`src/rtl/y86_alu_pkg.sv`:
```
// Shared encodings for the Y86 execute-stage ALU: op selects, default width, flag indices.
package y86_alu_pkg;

    localparam int ALU_WIDTH = 64;

    localparam logic [2:0] ALU_AND = 3'b000;
    localparam logic [2:0] ALU_XOR = 3'b001;
    localparam logic [2:0] ALU_ADD = 3'b010;
    localparam logic [2:0] ALU_SUB = 3'b011;

    // Bit positions inside the condition-code register.
    localparam int FLAG_ZF = 0;
    localparam int FLAG_SF = 1;
    localparam int FLAG_OF = 2;
    localparam int FLAG_W  = 3;

endpackage

```
`src/rtl/y86_alu_addsub.sv`:
```
// WIDTH-bit adder/subtractor: sum = q + p, or q - p (as q + ~p + 1) when sub is set.
module y86_alu_addsub #(
    parameter int WIDTH = 64
) (
    input  logic [WIDTH-1:0] p,
    input  logic [WIDTH-1:0] q,
    input  logic             sub,
    output logic [WIDTH-1:0] sum,
    output logic             ofw
);

    logic [WIDTH-1:0] b;

    assign b   = sub ? ~p : p;
    assign sum = q + b + {{(WIDTH-1){1'b0}}, sub};

    // Overflow when both addends share a sign and the sum's sign differs from it.
    assign ofw = (q[WIDTH-1] == b[WIDTH-1]) && (sum[WIDTH-1] != q[WIDTH-1]);

endmodule

```
`src/rtl/y86_alu.sv`:
```
// Y86 execute ALU: combinational AND/XOR/ADD/SUB with an optional ZF/SF/OF register,
// built only when ALU_CC_EN is defined (otherwise the flags are tied to 0).
module y86_alu
    import y86_alu_pkg::*;
#(
    parameter int WIDTH = ALU_WIDTH
) (
    input  logic             clk,
    input  logic             rst_n,
    input  logic [2:0]       select,
    input  logic [WIDTH-1:0] p,
    input  logic [WIDTH-1:0] q,
    input  logic             set_cc,
    output logic [WIDTH-1:0] r,
    output logic             ofw,
    output logic             zf,
    output logic             sf,
    output logic             of
);

    logic [WIDTH-1:0] as_sum;
    logic             as_ofw;

    y86_alu_addsub #(.WIDTH(WIDTH)) u_addsub (
        .p   (p),
        .q   (q),
        .sub (select == ALU_SUB),
        .sum (as_sum),
        .ofw (as_ofw)
    );

    always_comb begin
        r   = '0;
        ofw = 1'b0;
        case (select)
            ALU_AND: r = p & q;
            ALU_XOR: r = p ^ q;
            ALU_ADD, ALU_SUB: begin
                r   = as_sum;
                ofw = as_ofw;
            end
            default: begin
                r   = '0;
                ofw = 1'b0;
            end
        endcase
    end

`ifdef ALU_CC_EN
    logic [FLAG_W-1:0] flags;

    always_ff @(posedge clk or negedge rst_n) begin
        if (!rst_n) begin
            flags <= '0;
        end else if (set_cc) begin
            flags[FLAG_ZF] <= (r == '0);
            flags[FLAG_SF] <= r[WIDTH-1];
            flags[FLAG_OF] <= ofw;
        end
    end

    assign zf = flags[FLAG_ZF];
    assign sf = flags[FLAG_SF];
    assign of = flags[FLAG_OF];
`else
    logic unused_cc_inputs;

    assign unused_cc_inputs = &{1'b0, clk, rst_n, set_cc};
    assign zf = 1'b0;
    assign sf = 1'b0;
    assign of = 1'b0;
`endif

endmodule

```
`config.mk`:
```
export PLATFORM = sky130hd
export DESIGN_NAME = y86_alu
export DESIGN_NICKNAME = d
export VERILOG_FILES = /design/src/rtl/y86_alu_pkg.sv /design/src/rtl/y86_alu_addsub.sv /design/src/rtl/y86_alu.sv
export SDC_FILE = /design/constraint.sdc
export NUM_CORES = 1
export LEC_CHECK = 0
export BUFFER_PORTS_ARGS = -buffer_cell sky130_fd_sc_hd__buf_2
export CORE_ASPECT_RATIO = 1.4
export CORE_UTILIZATION = 56
export DETAILED_ROUTE_END_ITERATION = 12
export PLACE_DENSITY_LB_ADDON = 0.1
export SYNTH_ARGS = -nofsm -noshare
export SYNTH_HDL_FRONTEND = slang
export SYNTH_HIERARCHICAL = 1
export SYNTH_SLANG_ARGS = --single-unit
export TNS_END_PERCENT = 5
```
`constraint.sdc`:
```
create_clock -name vclk -period 5.1
set_input_delay 0 -clock vclk [all_inputs]
set_output_delay 0 -clock vclk [all_outputs]
set_load 0.05 [all_outputs]
```
# After elaboration in Yosys (flattened, before gate mapping)
# Index checks and enable logic that the tools add are counted.
# classes
bitwise	3
eq_ne	5
reduce_logical	3
mux	3
addsub	2
# op_table
operator	n
case mux 64 bit (3 select lines)	1
adder 64 x 1 -> 64 bit	1
adder 64 bit	1
AND 64 bit	1
2-to-1 mux 64 bit	1
inverter 64 bit	1
XOR 64 bit	1
equality test 3 x 2 -> 1 bit, second input constant	2
equality test 3 x 1 -> 1 bit, second input constant	1
zero test 3 bit	1
OR reduction 2 bit	1
equality test 1 bit	1
logical AND 1 bit	1
2-to-1 mux 1 bit	1
!= test 1 bit	1
# totals
regBits	0
out_inout_bits	68
wordCells	16
inputBits	134

# Logic depth before layout (Yosys ltp)
# Gate-level depths: netlist of the first run.
# logic_depth
ltp_word	7
ltp_mapped	21
mapped_depth_nobuf	16

# Hierarchy
# The synthesis of the first run kept the hierarchy.
# by_module_without_submodules
mod	cells_each	seq_area_each_um2	n_inst	area_per_inst_um2
y86_alu_addsub	662	0.0	1	4543.1
y86_alu	291	0.0	1	2568.7

# Worst setup path after synthesis of the first run
# No wires, ideal clock.
# synth_timing
path_kind	input port to output port
startpoint	input select[1]
endpoint	output r[63]
slack_ns	0.102
stages	19
arrival_time_ns	4.998
path_cell_list	inv_2 > buf_2 > buf_1 > nor3b_1 > buf_2 > buf_1 > xor2_1 > ha_1 > a21o_1 > a221o_1 > a21o_1 > a31o_4 > a31oi_4 > o32ai_1 > or4_1 > a31oi_2 > xnor2_1 > nor2b_1 > a211oi_1
# synth_between
elab_chain_cells	5
word_cells_on_any_way	9
# synth_rtl
item	line_no	text
start, declared	y86_alu.sv:10	input logic [2:0] select,
equality test 3 x 2 -> 1 bit *	y86_alu.sv:27	.sub (select == ALU_SUB),
2-to-1 mux 64 bit	y86_alu_addsub.sv:14	assign b = sub ? ~p : p;
adder 64 bit	y86_alu_addsub.sv:15	assign sum = q + b + {{(WIDTH-1){1'b0}}, sub};
adder 64 x 1 -> 64 bit *	y86_alu_addsub.sv:15	
net as_sum[63]	y86_alu.sv:21	logic [WIDTH-1:0] as_sum;
case mux 64 bit (3 select lines) *	y86_alu.sv:35	case (select)
end, declared	y86_alu.sv:14	output logic [WIDTH-1:0] r,
# The timed path passes the listed nets; every way through them passes the cells marked *.

# Worst setup path in the final report of the first run
# layout_timing
startpoint	input select[2]
endpoint	output r[62]
# The elaborated chain is that of the path after synthesis.

==> results of run 1 <==
## cells in the mapped netlist, types with 7 or more instances
cell type / instances / share of area [%]
a211oi_1: 68 / 7.2
a21o_1: 31 / 3.3
a21oi_1: 80 / 5.6
a31oi_1: 13 / 1.1
buf_1: 10 / 0.53
clkbuf_1: 32 / 1.7
ha_1: 126 / 22
inv_1: 26 / 1.4
mux2i_1: 66 / 9.3
nand2_1: 48 / 2.5
nand2b_1: 8 / 0.70
nand3_1: 14 / 0.99
nand4_1: 20 / 1.8
nor2_1: 46 / 2.4
nor2b_1: 68 / 6.0
nor3_1: 16 / 1.1
nor4_1: 7 / 0.62
o21a_1: 7 / 0.74
o21ai_0: 38 / 2.7
o21bai_1: 19 / 2.0
xnor2_1: 37 / 4.6
xor2_1: 86 / 11
## worst max path at each step
| stage | slack [ns] | start | end |
|---|---|---|---|
| finish | 0.75 | select[2] | r[62] |
| global route | 0.37 | select[1] | r[62] |
| CTS | 0.83 | select[2] | r[62] |
| detailed placement | 0.83 | select[2] | r[52] |
| global placement | 0.89 | select[1] | r[62] |
| floorplan | 0.10 | select[1] | r[63] |
## cells in the final DEF, fill, tap and decap left out, types with 3 or more instances in the layout
cell | netlist | layout
a211oi_1 | 68 | 68
a21o_1 | 31 | 31
a21oi_1 | 80 | 80
a221o_1 | 3 | 3
a31oi_1 | 13 | 13
and2_1 | 3 | 3
and3_1 | 3 | 3
buf_2 | 5 | 195
buf_4 | 4 | 10
conb_1 | 1 | 3
diode_2 | 0 | 3
ha_1 | 126 | 126
inv_1 | 26 | 26
mux2i_1 | 66 | 66
nand2_1 | 48 | 48
nand2b_1 | 8 | 8
nand3_1 | 14 | 14
nand4_1 | 20 | 20
nor2_1 | 46 | 46
nor2b_1 | 68 | 68
nor3_1 | 16 | 16
nor4_1 | 7 | 7
o211ai_1 | 4 | 4
o21a_1 | 7 | 7
o21ai_0 | 38 | 38
o21bai_1 | 19 | 19
o31ai_1 | 5 | 5
or2_2 | 3 | 3
xnor2_1 | 37 | 37
xor2_1 | 86 | 86
## cell type report
class	instances	area, um^2
well taps	150	187.7
multi-input cells	870	6694
inverters	27	101.3
diodes	3	7.507
fillers	1207	4330
repair buffers	205	1051
## logic make-up (layout without fill, tap and decap cells)
kind of cell,count (synthesis),count (layout)
other,1,6
multiplexers,66,66
XOR/XNOR,123,123
buffers and inverters,85,232
AO/OA/AOI/OAI,300,300
AND/OR/NAND/NOR,251,251
adder cells (fa/ha/maj),127,127
## critical path, delay by kind of cell
| kind | cells | cell delay [ns] |
|---|---|---|
| adders and majority gates | 1 | 0.42 |
| and+or+nand+nor | 3 | 0.38 |
| xor gates and xnor gates | 2 | 0.30 |
| AOI/OAI and AO/OA | 8 | 2.41 |
| buffers and inverters | 3 | 0.84 |
## metrics by stage
step           cell area [um^2]  cells  hold slack, ns
2_1_floorplan              7119    955          0.3406
3_3_place_gp               8034   1252          0.5277
3_5_place_dp               8034   1252          0.5411
4_1_cts                    8034   1252          0.5424
5_1_grt                    8036   1253          0.5983
6_report                   8041   1255          0.5340
## per-layer routing
metal	vias to the layer above	track usage, %	routed length, um
met5	-	0	0
met4	0	8.088	548
met3	44	2.167	953
met2	245	56.53	10700
met1	3547	32.45	8014
li1	3857	-	-
## where the power goes
part | switching [uW] | total [uW] | internal, uW
clock | 0 | 0.0000529 | 0.0000529
combinational | 876 | 1380 | 504
sequential | 0 | 0 | 0
==> results_dict.tcl, run 1 <==
set metrics [dict create \
    status "complete, no violations" \
    seq_cells 0 \
    cts_resized 0 \
    nClkBuffers 0 \
    critPathRequiredTime_ns 5.10 \
    num-nets-final 1365 \
    seq_area_um2 0 \
    setup_slack_ns 0.7470 \
    synth_compound_area_share_pct 28.36 \
    die_height_um 135.3 \
    finalHoldViolations 0 \
    setup_tns_ns 0 \
    grt_pass1_wl_um 32420 \
    min_delay_path_depth 5 \
    crit_chain "buf_2, nor3b_2, buf_4, xor2_1, ha_1, nand2_1, o21ai_0, o21bai_1, a211oi_1, a31oi_1, a31oi_1, a31oi_1, a311oi_1, xor2_1, nor2b_1, a211oi_1, buf_2" \
    hp-start "q[0]" \
    grt_max_degree 66 \
    worstSetupStartpointType "input pin" \
    design.die.area_mm2 0.01316 \
    fin_util_pct 65.00 \
    slowest_stage "a31oi_1" \
    finalSetupViolCount 0 \
    synth_top_family_by_area "compound AO/OA/AOI/OAI gates" \
    tightest_slew_ns 0.7488 \
    io_pins 202 \
    ctsHoldBuffers 0 \
    grt_antenna_before_repair 3 \
    postCtsSetupBuffers 0 \
    synth.area.mux_share_pct 9.289 \
    viasPerCell 6.130 \
    arrival_ns 4.35 \
    ir_worst_vdd_v 0.0001376 \
    synth-warning-count 6 \
    die_w_um 97.24 \
    p_leak_uw 0.004051 \
    clock.fmax_mhz 229.7 \
    avgSynthCellArea_um2 7.463 \
    synth_xor_xnor_area_share_pct 15.15 \
    drtPass1Iterations 5 \
    rows 48 \
    crit_fanout 23 \
    post-place-ws_ns 0.8279 \
    holdPathEnd "r[0]" \
    place_hpwl_um 16190 \
    portBuffers 196 \
    globalplace.congestion 0.9559 \
    wl_um 20220 \
    grt_util_all_layers_pct 28.60 \
    drive_gt1_share_pct 20.05 \
    hp-class "input pin to primary output" \
    fin_crit_ns 4.353 \
    cap_violations 0 \
    cellPowerDensity_mw_per_mm2 171.6 \
    cp-end-kind "primary output" \
    power_uw 1380 \
    path_class "input pin to primary output" \
    fp.coreArea_mm2 0.01237 \
    slowest_delay_ns 0.55 \
    path_common_cell "a31oi_1" \
    synth-simple-area-share_pct 18.65 \
    routed-via-count 7693 \
    slew_headroom_pct 50.08 \
    grt_overflow_total 0 \
    ant_nets 0 \
    synth_area_mm2 0.007112 \
    grt_pass1_vias 7127 \
    area_growth_syn_to_layout_pct 13.07 \
    drv_slew 0 \
    synthCells 953 \
    synth-adder-area-share_pct 22.45 \
    initial_core_util_pct 57.48 \
    synthDistinctLibCells 67 \
    drt_iter0_drc 261 \
    drc 0 \
    period_share_pct 85.35 \
    rsz0062_at_grt "no" \
    wire_per_inst_um 16.11 \
    seq_area_frac_synth_pct 0 \
]
Power figures use the tool's default switching activity.
==> inputs of run 2 (changes only) <==
- CELL_PAD_IN_SITES_DETAIL_PLACEMENT: unset -> 1
- CELL_PAD_IN_SITES_GLOBAL_PLACEMENT: unset -> 2
- CORE_UTILIZATION: 56 -> 31
- clock period: 5.1 -> 4.25 ns (I/O delays scaled with it)
==> results_dict.tcl, run 2 (synthesis results as in run 1) <==
set metrics [dict create \
    power_uw 1849 \
    area_growth_syn_to_layout_pct 23.47 \
    drive_gt1_share_pct 25.24 \
    finalHoldViolations 0 \
    grt_util_all_layers_pct 21.75 \
    wire_per_inst_um 18.26 \
    ant_nets 0 \
    seq_cells 0 \
    cp-end-kind "primary output" \
    period_share_pct 95.41 \
    initial_core_util_pct 31.57 \
    critPathRequiredTime_ns 4.25 \
    wl_um 26350 \
    fillCellCount 2897 \
    design.die.area_mm2 0.02356 \
    crit_chain "buf_2, inv_2, nor3b_4, clkbuf_16, xor2_1, ha_2, a21o_1, a221o_1, o22a_2, a41oi_1, buf_4, o31a_1, o31a_1, nand2b_2, and4_1, a2111oi_2, buf_4, nor2b_1, a211oi_2, buf_6" \
    die_height_um 181.2 \
    rsz0062_at_grt "yes" \
    slowest_delay_ns 0.38 \
    ir_worst_vdd_v 0.0001145 \
    fp.coreArea_mm2 0.02253 \
    place_hpwl_um 21860 \
    grt_pass1_vias 8171 \
    clock.fmax_mhz 246.6 \
    finalHoldWorstSlack_ns 0.5625 \
    slew_headroom_pct 36.99 \
    routed-via-count 7799 \
    io_pins 202 \
    hp-class "input pin to primary output" \
    globalplace.congestion 0.9073 \
    post-place-ws_ns 0.1072 \
    grt_max_degree 66 \
    multiInputGateArea_mm2 0.006848 \
    portBuffers 196 \
    drtPass1Iterations 4 \
    crit_fanout 15 \
    final_cell_mix "buf_2 (183), ha_1 (125), xor2_1 (86)" \
    worstSetupStartpointType "input pin" \
    cp-startpoint "select[1]" \
    fin_crit_ns 4.055 \
    grt_overflow_total 0 \
    drt_iter0_drc 170 \
    ctsHoldBuffers 0 \
    die_w_um 130.0 \
    slowest_stage "a221o_1" \
    tightest_slew_ns 0.9452 \
    drv_slew 0 \
    layout_commonest_cell "buf_2" \
    finish.instance_area_mm2 0.008781 \
    cellPowerDensity_mw_per_mm2 210.6 \
    path_class "input pin to primary output" \
    grt_pass1_wl_um 41370 \
    finalSetupViolCount 0 \
    hp-start "q[0]" \
    setup_slack_ns 0.1951 \
    cap_violations 0 \
    rows 65 \
    dpl-instance-area_mm2 0.008701 \
    p_leak_uw 0.004293 \
    nClkBuffers 0 \
    grt_antenna_before_repair 1 \
    status "complete, no violations" \
    seq_area_um2 0 \
    num-nets-final 1404 \
    viasPerCell 5.405 \
    arrival_ns 4.05 \
    drc 0 \
]
==> run 2: cell count changes in the layout (fill, tap and decap cells not counted), sizes merged <==
cell    before  now
diode        3    1
buf        205  241
clkbuf       0    3
==> run 2: final timing paths <==
kind | slack (ns) | depth (start not counted) | to
setup / recovery | 0.20 | 20 | r[53]
hold / removal | 0.56 | 5 | r[0]
==> run 2: worst max-delay path: cells and delay by family <==
kind / cells / cell delay, ns
AO/OA/AOI/OAI: 8 / 1.99
buffers and inverters: 6 / 0.95
XOR/XNOR: 1 / 0.16
adder cells (fa/ha/maj): 1 / 0.32
AND/OR/NAND/NOR: 4 / 0.61
==> run 2: what timing repair did <==
action / in CTS / in global routing
buffers inserted: 0 / 0
endpoints found under the setup margin: 0 / 14
gates resized for setup: 0 / 25
==> run 2: stage by stage <==
stage | setup TNS [ns] | util (%) | cells
3_3_place_gp | 0 | 38.62 | 1441
2_1_floorplan | -8.479 | - | 955
4_1_cts | 0 | 38.62 | 1441
3_5_place_dp | 0 | 38.62 | 1441
5_1_grt | -0.07146 | 38.97 | 1442
6_report | 0 | 38.98 | 1443
==> run 2: area by class of cell <==
type	instances	area share (%)
repair buffers	244	16.54
diodes	1	0.02850
multi-input cells	870	77.99
inverters	27	1.154
well taps	301	4.289
==> run 2: metal layers <==
metal  up-vias  track usage [%]  part of all wire, %
met1      3743            24.41                   41
li1       3916                -                    -
met2       125            44.94                   56
met5         -                0                    0
met3        15           0.7403                  2.0
met4         0            2.000                 0.91
==> run 2: where the power goes <==
group,total (uW),internal (uW),switching (uW)
clock,0.0000314,0.0000314,0
combinational,1850,702,1150
sequential,0,0,0
total,1850,702,1150
==> inputs of run 3 (changes only) <==
- GPL_ROUTABILITY_DRIVEN: unset -> 0
- RECOVER_POWER: unset -> 100
==> results_dict.tcl, run 3 (synthesis results as in run 1) <==
set metrics [dict create \
    post-place-ws_ns 0.1072 \
    routed-via-count 7799 \
    finalHoldViolations 0 \
    p_leak_uw 0.004171 \
    ant_nets 0 \
    rows 65 \
    seqPwrFrac_pct 0 \
    initial_core_util_pct 31.57 \
    die_w_um 130.0 \
    seq_area_um2 0 \
    crit_fanout 15 \
    cellPowerDensity_mw_per_mm2 210.9 \
    viasPerCell 5.405 \
    arrival_ns 4.06 \
    path_class "input pin to primary output" \
    area_growth_syn_to_layout_pct 22.82 \
    failed_checks "capacitance limit, slew limit" \
    cp-end-kind "primary output" \
    period_share_pct 95.49 \
    seq_cells 0 \
    p_sw_uw 1148 \
    place_hpwl_um 21860 \
    setup_slack_ns 0.1918 \
    critPathRequiredTime_ns 4.25 \
    dp.cells 1441 \
    wire_per_inst_um 18.23 \
    fin_util_pct 38.77 \
    grt_util_all_layers_pct 21.75 \
    drc 0 \
    pwr-share-comb_pct 100.0 \
    portBuffers 196 \
    ctsHoldBuffers 0 \
    setup_tns_ns 0 \
    io_pins 202 \
    grt_max_degree 66 \
    finalSetupViolCount 0 \
    ir_worst_vdd_v 0.0001128 \
    drtPass1Iterations 6 \
    wl_um 26300 \
    drive_gt1_share_pct 22.35 \
    rsz0062_at_grt "yes" \
    grt_overflow_total 0 \
    layout_commonest_cell "buf_2" \
    clock.fmax_mhz 246.4 \
    fp.coreArea_mm2 0.02253 \
    drt_iter0_drc 163 \
    final_cell_mix "buf_2 (139), ha_1 (125), xor2_1 (86)" \
    slew_headroom_pct -12.54 \
    p_clk_share_pct 0 \
    power.internal_uw 693.5 \
    grt_pass1_wl_um 41370 \
    nClkBuffers 0 \
    status "finished with violations" \
    drv_slew 67 \
    tightest_slew_ns 1.688 \
    num-nets-final 1404 \
    grt_antenna_before_repair 1 \
    hp-class "input pin to primary output" \
    cap_violations 2 \
    final_cells 1443 \
    die_height_um 181.2 \
    swShare_pct 62.35 \
    fin_crit_ns 4.058 \
    grt_pass1_vias 8171 \
    design.die.area_mm2 0.02356 \
    worstSetupStartpointType "input pin" \
]
## run 3: final timing paths
| kind | slack [ns] | depth (start not counted) | start | to |
|---|---|---|---|---|
| max | 0.19 | 20 | select[1] | r[53] |
| min | 0.56 | 5 | q[0] | r[0] |
## run 3: final cells by class
cell class                      instances  area, um^2
Timing Repair Buffer                  244        1406
Inverter                               27       101.3
Multi-Input combinational cell        870        6848
Tap cell                              301       376.6
Fill cell                            2902       13790
Antenna cell                            1       2.502
## run 3: stage by stage
stage	hold WS (ns)	cell area (um^2)	total power, uW
3_3_place_gp	0.5560	8701	1834
3_5_place_dp	0.5694	8701	1843
2_1_floorplan	0.3367	7239	1292
4_1_cts	0.5692	8701	1855
6_report	0.5623	8735	1842
5_1_grt	0.5946	8732	2020
## run 3: metal layers
layer | wire, um | vias to the layer above | global-route usage [%]
li1 | - | 3915 | -
met1 | 10900 | 3749 | 24.41
met2 | 14700 | 120 | 44.94
met3 | 458 | 15 | 0.7403
met4 | 239 | 0 | 2.000
met5 | 0 | - | 0
## run 3: repair_timing
item | CTS | global route
setup buffers | 0 | 0
endpoints found under the setup margin | 0 | 14
resized for setup | 0 | 25
## run 3: power groups by stage
stage | clock network (uW) | logic [uW] | registers (uW)
5_1_grt | 0 | 2020 | 0
3_5_place_dp | 0 | 1840 | 0
6_report | 0.0000314 | 1840 | 0
2_1_floorplan | 0 | 1290 | 0
4_1_cts | 0 | 1860 | 0
3_3_place_gp | 0 | 1830 | 0
## run 3: critical path: stages
cell,delay (ns)
buf_2,0.10
inv_2,0.05
nor3b_4,0.28
clkbuf_16,0.26
xor2_1,0.16
ha_2,0.32
a21o_1,0.20
a221o_1,0.38
o22a_2,0.19
a41oi_1,0.21
buf_4,0.18
o31a_1,0.17
o31a_1,0.27
nand2b_2,0.08
and4_1,0.20
a2111oi_2,0.36
buf_4,0.18
nor2b_1,0.05
a211oi_2,0.21
buf_6,0.19
